### src/rtl/onchip_mem_arbiter.sv
// Two-master arbiter for a shared single-port on-chip RAM with round-robin
// tie-breaking, lock-based grant holding and a fixed one-cycle read return path.
module onchip_mem_arbiter #(
   parameter int ADDR_W = 12,
   parameter int DATA_W = 32
) (
   input  logic                  clk,
   input  logic                  reset,

   input  logic [ADDR_W-1:0]     m0_address,
   input  logic [DATA_W/8-1:0]   m0_byteenable,
   input  logic                  m0_read,
   input  logic                  m0_write,
   input  logic [DATA_W-1:0]     m0_writedata,
   input  logic                  m0_lock,
   output logic                  m0_waitrequest,
   output logic [DATA_W-1:0]     m0_readdata,
   output logic                  m0_readdatavalid,

   input  logic [ADDR_W-1:0]     m1_address,
   input  logic [DATA_W/8-1:0]   m1_byteenable,
   input  logic                  m1_read,
   input  logic                  m1_write,
   input  logic [DATA_W-1:0]     m1_writedata,
   input  logic                  m1_lock,
   output logic                  m1_waitrequest,
   output logic [DATA_W-1:0]     m1_readdata,
   output logic                  m1_readdatavalid,

   output logic [ADDR_W-1:0]     mem_address,
   output logic [DATA_W/8-1:0]   mem_byteenable,
   output logic [DATA_W-1:0]     mem_writedata,
   output logic                  mem_chipselect,
   output logic                  mem_write,
   output logic                  mem_clken,
   input  logic [DATA_W-1:0]     mem_readdata
);

   localparam int BE_W = DATA_W / 8;

   typedef enum logic [1:0] {IDLE, LOCK0, LOCK1} state_t;

   state_t              r_state;
   state_t              w_nextState;
   logic                r_lastGrant;
   logic                r_rdPending;
   logic                r_rdOwner;
   logic [ADDR_W-1:0]   r_memAddr;
   logic [BE_W-1:0]     r_memBe;
   logic [DATA_W-1:0]   r_memWdata;

   logic                w_act0;
   logic                w_act1;
   logic                w_grant0;
   logic                w_grant1;
   logic [ADDR_W-1:0]   w_memAddr;
   logic [BE_W-1:0]     w_memBe;
   logic [DATA_W-1:0]   w_memWdata;

   assign w_act0 = m0_read | m0_write;
   assign w_act1 = m1_read | m1_write;

   // Grants are suppressed while reset is high so nothing reaches the RAM or the read pipe.
   always_comb begin
      w_grant0 = 1'b0;
      w_grant1 = 1'b0;
      if (!reset) begin
         case (r_state)
            IDLE: begin
               if (w_act0 && w_act1) begin
                  w_grant0 = r_lastGrant;
                  w_grant1 = ~r_lastGrant;
               end else begin
                  w_grant0 = w_act0;
                  w_grant1 = w_act1;
               end
            end
            LOCK0:   w_grant0 = w_act0;
            LOCK1:   w_grant1 = w_act1;
            default: ;
         endcase
      end
   end

   always_comb begin
      w_nextState = r_state;
      case (r_state)
         IDLE: begin
            if (w_grant0 && m0_lock)
               w_nextState = LOCK0;
            else if (w_grant1 && m1_lock)
               w_nextState = LOCK1;
         end
         LOCK0: begin
            if (!w_act0 || (w_grant0 && !m0_lock))
               w_nextState = IDLE;
         end
         LOCK1: begin
            if (!w_act1 || (w_grant1 && !m1_lock))
               w_nextState = IDLE;
         end
         default: w_nextState = IDLE;
      endcase
   end

   // Without a grant the RAM port keeps presenting the last address/data.
   always_comb begin
      w_memAddr  = r_memAddr;
      w_memBe    = r_memBe;
      w_memWdata = r_memWdata;
      if (w_grant0) begin
         w_memAddr  = m0_address;
         w_memBe    = m0_write ? m0_byteenable : {BE_W{1'b1}};
         w_memWdata = m0_writedata;
      end else if (w_grant1) begin
         w_memAddr  = m1_address;
         w_memBe    = m1_write ? m1_byteenable : {BE_W{1'b1}};
         w_memWdata = m1_writedata;
      end
   end

   always_ff @(posedge clk or posedge reset) begin
      if (reset) begin
         r_state     <= IDLE;
         r_lastGrant <= 1'b1;
         r_rdPending <= 1'b0;
         r_rdOwner   <= 1'b0;
         r_memAddr   <= '0;
         r_memBe     <= '0;
         r_memWdata  <= '0;
      end else begin
         r_state     <= w_nextState;
         r_rdPending <= (w_grant0 & m0_read) | (w_grant1 & m1_read);
         r_rdOwner   <= w_grant1;
         r_memAddr   <= w_memAddr;
         r_memBe     <= w_memBe;
         r_memWdata  <= w_memWdata;
         if (w_grant0)
            r_lastGrant <= 1'b0;
         else if (w_grant1)
            r_lastGrant <= 1'b1;
      end
   end

   assign mem_address    = w_memAddr;
   assign mem_byteenable = w_memBe;
   assign mem_writedata  = w_memWdata;
   assign mem_chipselect = w_grant0 | w_grant1;
   assign mem_write      = (w_grant0 & m0_write) | (w_grant1 & m1_write);
   assign mem_clken      = ~reset;

   assign m0_waitrequest = w_act0 & ~w_grant0;
   assign m1_waitrequest = w_act1 & ~w_grant1;

   assign m0_readdatavalid = r_rdPending & ~r_rdOwner;
   assign m1_readdatavalid = r_rdPending &  r_rdOwner;
   assign m0_readdata      = m0_readdatavalid ? mem_readdata : '0;
   assign m1_readdata      = m1_readdatavalid ? mem_readdata : '0;

endmodule

### config.mk
export PLATFORM = sky130hd
export DESIGN_NAME = onchip_mem_arbiter
export DESIGN_NICKNAME = d
export VERILOG_FILES = /design/src/rtl/onchip_mem_arbiter.sv
export SDC_FILE = /design/constraint.sdc
export NUM_CORES = 1
export LEC_CHECK = 0
export ABC_CLOCK_PERIOD_IN_PS = 11400
export CAP_MARGIN = 20
export CORE_AREA = 2 2 100 102
export CTS_CLUSTER_SIZE = 12
export DETAILED_ROUTE_END_ITERATION = 6
export DIE_AREA = 0 0 102 104
export PLACE_DENSITY = 0.8
export SLEW_MARGIN = 0
export SYNTH_ARGS = -nofsm -noshare
export SYNTH_HDL_FRONTEND = slang
export SYNTH_SLANG_ARGS = --single-unit
export TNS_END_PERCENT = 50
### constraint.sdc
create_clock -name clk -period 11.4 [get_ports clk]
set_clock_uncertainty 0.1 [all_clocks]
set_input_delay 2.28 -clock clk [delete_from_list [all_inputs] [get_ports clk]]
set_output_delay 2.28 -clock clk [all_outputs]
set_load 0.01 [all_outputs]
==> qor.tcl <==
set qor(run_status) {complete, no violations}
set qor(clockBufferDepth) 2
set qor(route.vias.total) 3231
set qor(drive_gt1_frac) 0.06822
set qor(grt_overflow_total) 0
set qor(arrival_ns) 4.98
set qor(top_layer) {met4}
set qor(detail_route.wirelength.met1_um) 3864
set qor(hold_buffers) 0
set qor(placement_rows) 36
set qor(path_clk_slew_ns) 0.09
set qor(power.density_nw_per_um2) 156.8
set qor(min_path_type) {flop to flop}
set qor(antenna_found_initial) 2
set qor(post_synth_main_area_contributors) {dfrtp_1 (43%), mux2i_1 (15%), nor2_1 (7.4%)}
set qor(synth_enable_flop_cells) 0
set qor(met2_wirelength_um) 5656
set qor(setup_total_negative_slack_ns) 0
set qor(synthesized_netlist_cell_count) 316
set qor(final_max_slew_viol_count) 0
set qor(post_synth_arst_share) 1.000
set qor(gpl.final_weighted_congestion) 0.8598
set qor(most_instantiated_library_cell_after_synthesis) {nor2_1}
set qor(number_of_buffers_and_inverters_on_the_critical_path) 3
set qor(detail_route.first_pass.iterations) 4
set qor(io_buffers) 254
set qor(final.period_utilization) 0.6458
set qor(fmax_mhz) 135.8
set qor(worst_case_setup_slack_after_placement_ns) 4.019
set qor(fillers) 842
set qor(drcViolationCount) 0
set qor(final_nets) 693
set qor(cp-start-kind) {primary input}
set qor(crit_required_ns) 9.02
set qor(syn-cell-area_um2) 3049
set qor(timing.critical_path.cells) {clkdlybuf4s50_1 -> o21ba_1 -> a211oi_4 -> buf_4 -> mux2i_1 -> a21oi_1 -> clkdlybuf4s50_1}
set qor(final_antenna_net_count) 0
set qor(synth_largest_area_cell) {dfrtp_1}
set qor(die_area_um2) 10610
set qor(clock_latency_reported_for_the_late_side_of_the_worst_skew_pair_ns) 0.31
set qor(top_level_ports) 255
set qor(syn-num-nets) 452
set qor(worst_hold_slack_ns) 0.4789
set qor(crit_path_top_delay_cell) {clkdlybuf4s50_1}
set qor(synth.ff_latch_count) 53
set qor(synth_top_flop_cell) {dfrtp_1}
set qor(post-route-worst-setup-slack_ns) 4.038
set qor(floorplan.initialDensity) 0.3193
set qor(post_cts.repair.setup_buffers) 0
set qor(path_delay_family) {buffers and inverters}
set qor(timing_worst_setup_path_type) {primary input to primary output}
set qor(synth.yosys.seq_area_share) 0.4354
set qor(drt_iter0_drc) 122
set qor(tightest_slew_ns) 0.9637
set qor(postRouteWirelength_um) 11050
set qor(grt_setup_unrepaired) {no}
set qor(floorplan.die.width_um) 102
set qor(wl_met3_um) 1070
set qor(pin_count_of_the_biggest_net_entering_global_routing) 89
set qor(timing.critical_path.fanout_max) 29
set qor(yosys.cell_types.count) 28
set qor(worst_setup_path_end_kind) {primary output}
set qor(list_of_most_frequent_post_synthesis_cells) {nor2_1 (60), dfrtp_1 (52), mux2i_1 (45), and2_1 (33), and3_1 (32)}
set qor(cts.repair.resized) 0
set qor(synth_to_final_area_change_pct) 88.18
set qor(cell_depth_of_the_worst_setup_path) 7
set qor(grt_pass1_wl_um) 16570
set qor(dp_hpwl_um) 8790
set qor(slew_headroom) 0.3576
set qor(clock-root-buffer) {clkbuf_8}
set qor(grt.total_usage) 0.2010
set qor(path_common_cell) {clkdlybuf4s50_1}
set qor(floorplan.core_area_um2) 9549
set qor(tritoncts) {built}
set qor(cpPeakStageDelay_ns) 0.59
set qor(die_y_um) 104
set qor(yosysTopAreaCellShare) 0.4268
set qor(clock_sinks) 53
set qor(final-hold-violation-count) 0
set qor(worstHoldPathCells) 2
set qor(worst_r2r_path_depth) 5
set qor(p_leak_nw) 2.351
set qor(wl_per_cell_um) 15.97
set qor(synth.yosys.warnings) 0
set qor(report.final.setup_viol) 0
set qor(viasPerCell) 4.669
set qor(fin_crit_ns) 7.362
set qor(htree_levels) 2
set qor(max-vdd-ir-drop_mv) 0.1109
set qor(timing.max_cap.violations) 0
set qor(syn_avg_cell_area_um2) 9.649
set qor(vias_in_the_first_global_route) 3261
set qor(cts_inserted_buffers) 5
==> layout make-up <==
cell class,instances,area (um2),share of cell area
Clock buffer,6,82.58,0.01439
Timing Repair Buffer,259,2587,0.4509
Antenna cell,2,5.005,0.0008722
Clock inverter,1,7.507,0.001308
Inverter,2,7.507,0.001308
Multi-Input combinational cell,236,1554,0.2708
Sequential cell,53,1328,0.2314
Tap cell,133,166.4,0.02900
==> layer usage <==
| metal | up-vias | global-route usage |
|---|---|---|
| li1 | 1568 | - |
| met1 | 1470 | 0.2066 |
| met3 | 25 | 0.06788 |
| met4 | 0 | 0.09714 |
| met2 | 168 | 0.3576 |
| met5 | - | 0 |
==> state kept, by name, indices dropped and copies added, names as in the netlist <==
signal / count
r_memWdata: 32
r_memAddr: 12
r_memBe: 4
r_state: 2
r_lastGrant: 1
r_rdOwner: 1
r_rdPending: 1
==> path summary, 6_finish.rpt <==
check	slack, ns	to	startpoint
setup / recovery	4.04	mem_writedata[7]	m0_read
hold / removal	0.48	r_memBe[2]	r_memBe[2]
setup reg to reg	9.11	r_memWdata[7]	r_state[0]
hold reg to reg	0.48	r_memBe[2]	r_memBe[2]
max in group asynchronous	7.97	r_memAddr[9]	reset
min in group asynchronous	2.74	r_memBe[2]	reset
==> where the power goes <==
group / leakage (nW) / total [mW] / internal (mW) / switching [mW]
registers: 0.597 / 0.295 / 0.262 / 0.0330
logic: 1.71 / 0.493 / 0.278 / 0.215
clock network: 0.0433 / 0.111 / 0.0482 / 0.0632
total: 2.35 / 0.899 / 0.588 / 0.312
==> metrics by stage <==
| stage | instance area, um2 | utilization | std cells | total power [mW] |
|---|---|---|---|---|
| floorplan | 3049 | - | 316 | 0.5311 |
| global placement | 5628 | 0.5894 | 682 | 0.7816 |
| detailed placement | 5643 | 0.5909 | 683 | 0.7944 |
| CTS | 5733 | 0.6004 | 690 | 0.9109 |
| global route | 5736 | 0.6006 | 691 | 0.9564 |
| finish | 5738 | 0.6009 | 692 | 0.8994 |
==> cell families after synthesis <==
kind of cell | after synthesis | share of synthesized area
flops | 53 | 0.4354
simple gates | 129 | 0.2142
mux | 45 | 0.1477
compound gates | 62 | 0.1424
buf+inv | 27 | 0.06032
==> worst register-to-register path: cells and delay by family, from the launching register on <==
family | cells | cell delay (ns)
flip-flops | 1 | 0.42
multiplexers | 1 | 0.29
AO/OA/AOI/OAI | 3 | 0.80
buffers and inverters | 1 | 0.50
==> cells in the final DEF (no fill, tap or decap), drive strengths merged <==
| cell | netlist | routed |
|---|---|---|
| o21ba | 1 | 1 |
| nand2 | 2 | 2 |
| a21boi | 1 | 1 |
| o21ai | 2 | 2 |
| a211oi | 1 | 1 |
| buf | 9 | 5 |
| a22o | 1 | 1 |
| inv | 2 | 2 |
| clkbuf | 16 | 6 |
| diode | 0 | 2 |
| nor2b | 1 | 1 |
| clkdlybuf4s50 | 0 | 254 |
| and3 | 32 | 32 |
| nand3b | 1 | 1 |
| o21bai | 2 | 2 |
| nor2 | 60 | 60 |
| o211ai | 3 | 3 |
| and2 | 33 | 33 |
| mux2i | 45 | 45 |
| dfstp | 1 | 1 |
| o31ai | 1 | 1 |
| a21oi | 46 | 46 |
| o22ai | 4 | 4 |
| clkinvlp | 0 | 1 |
| dfrtp | 52 | 52 |
Power figures use the tool's default switching activity.
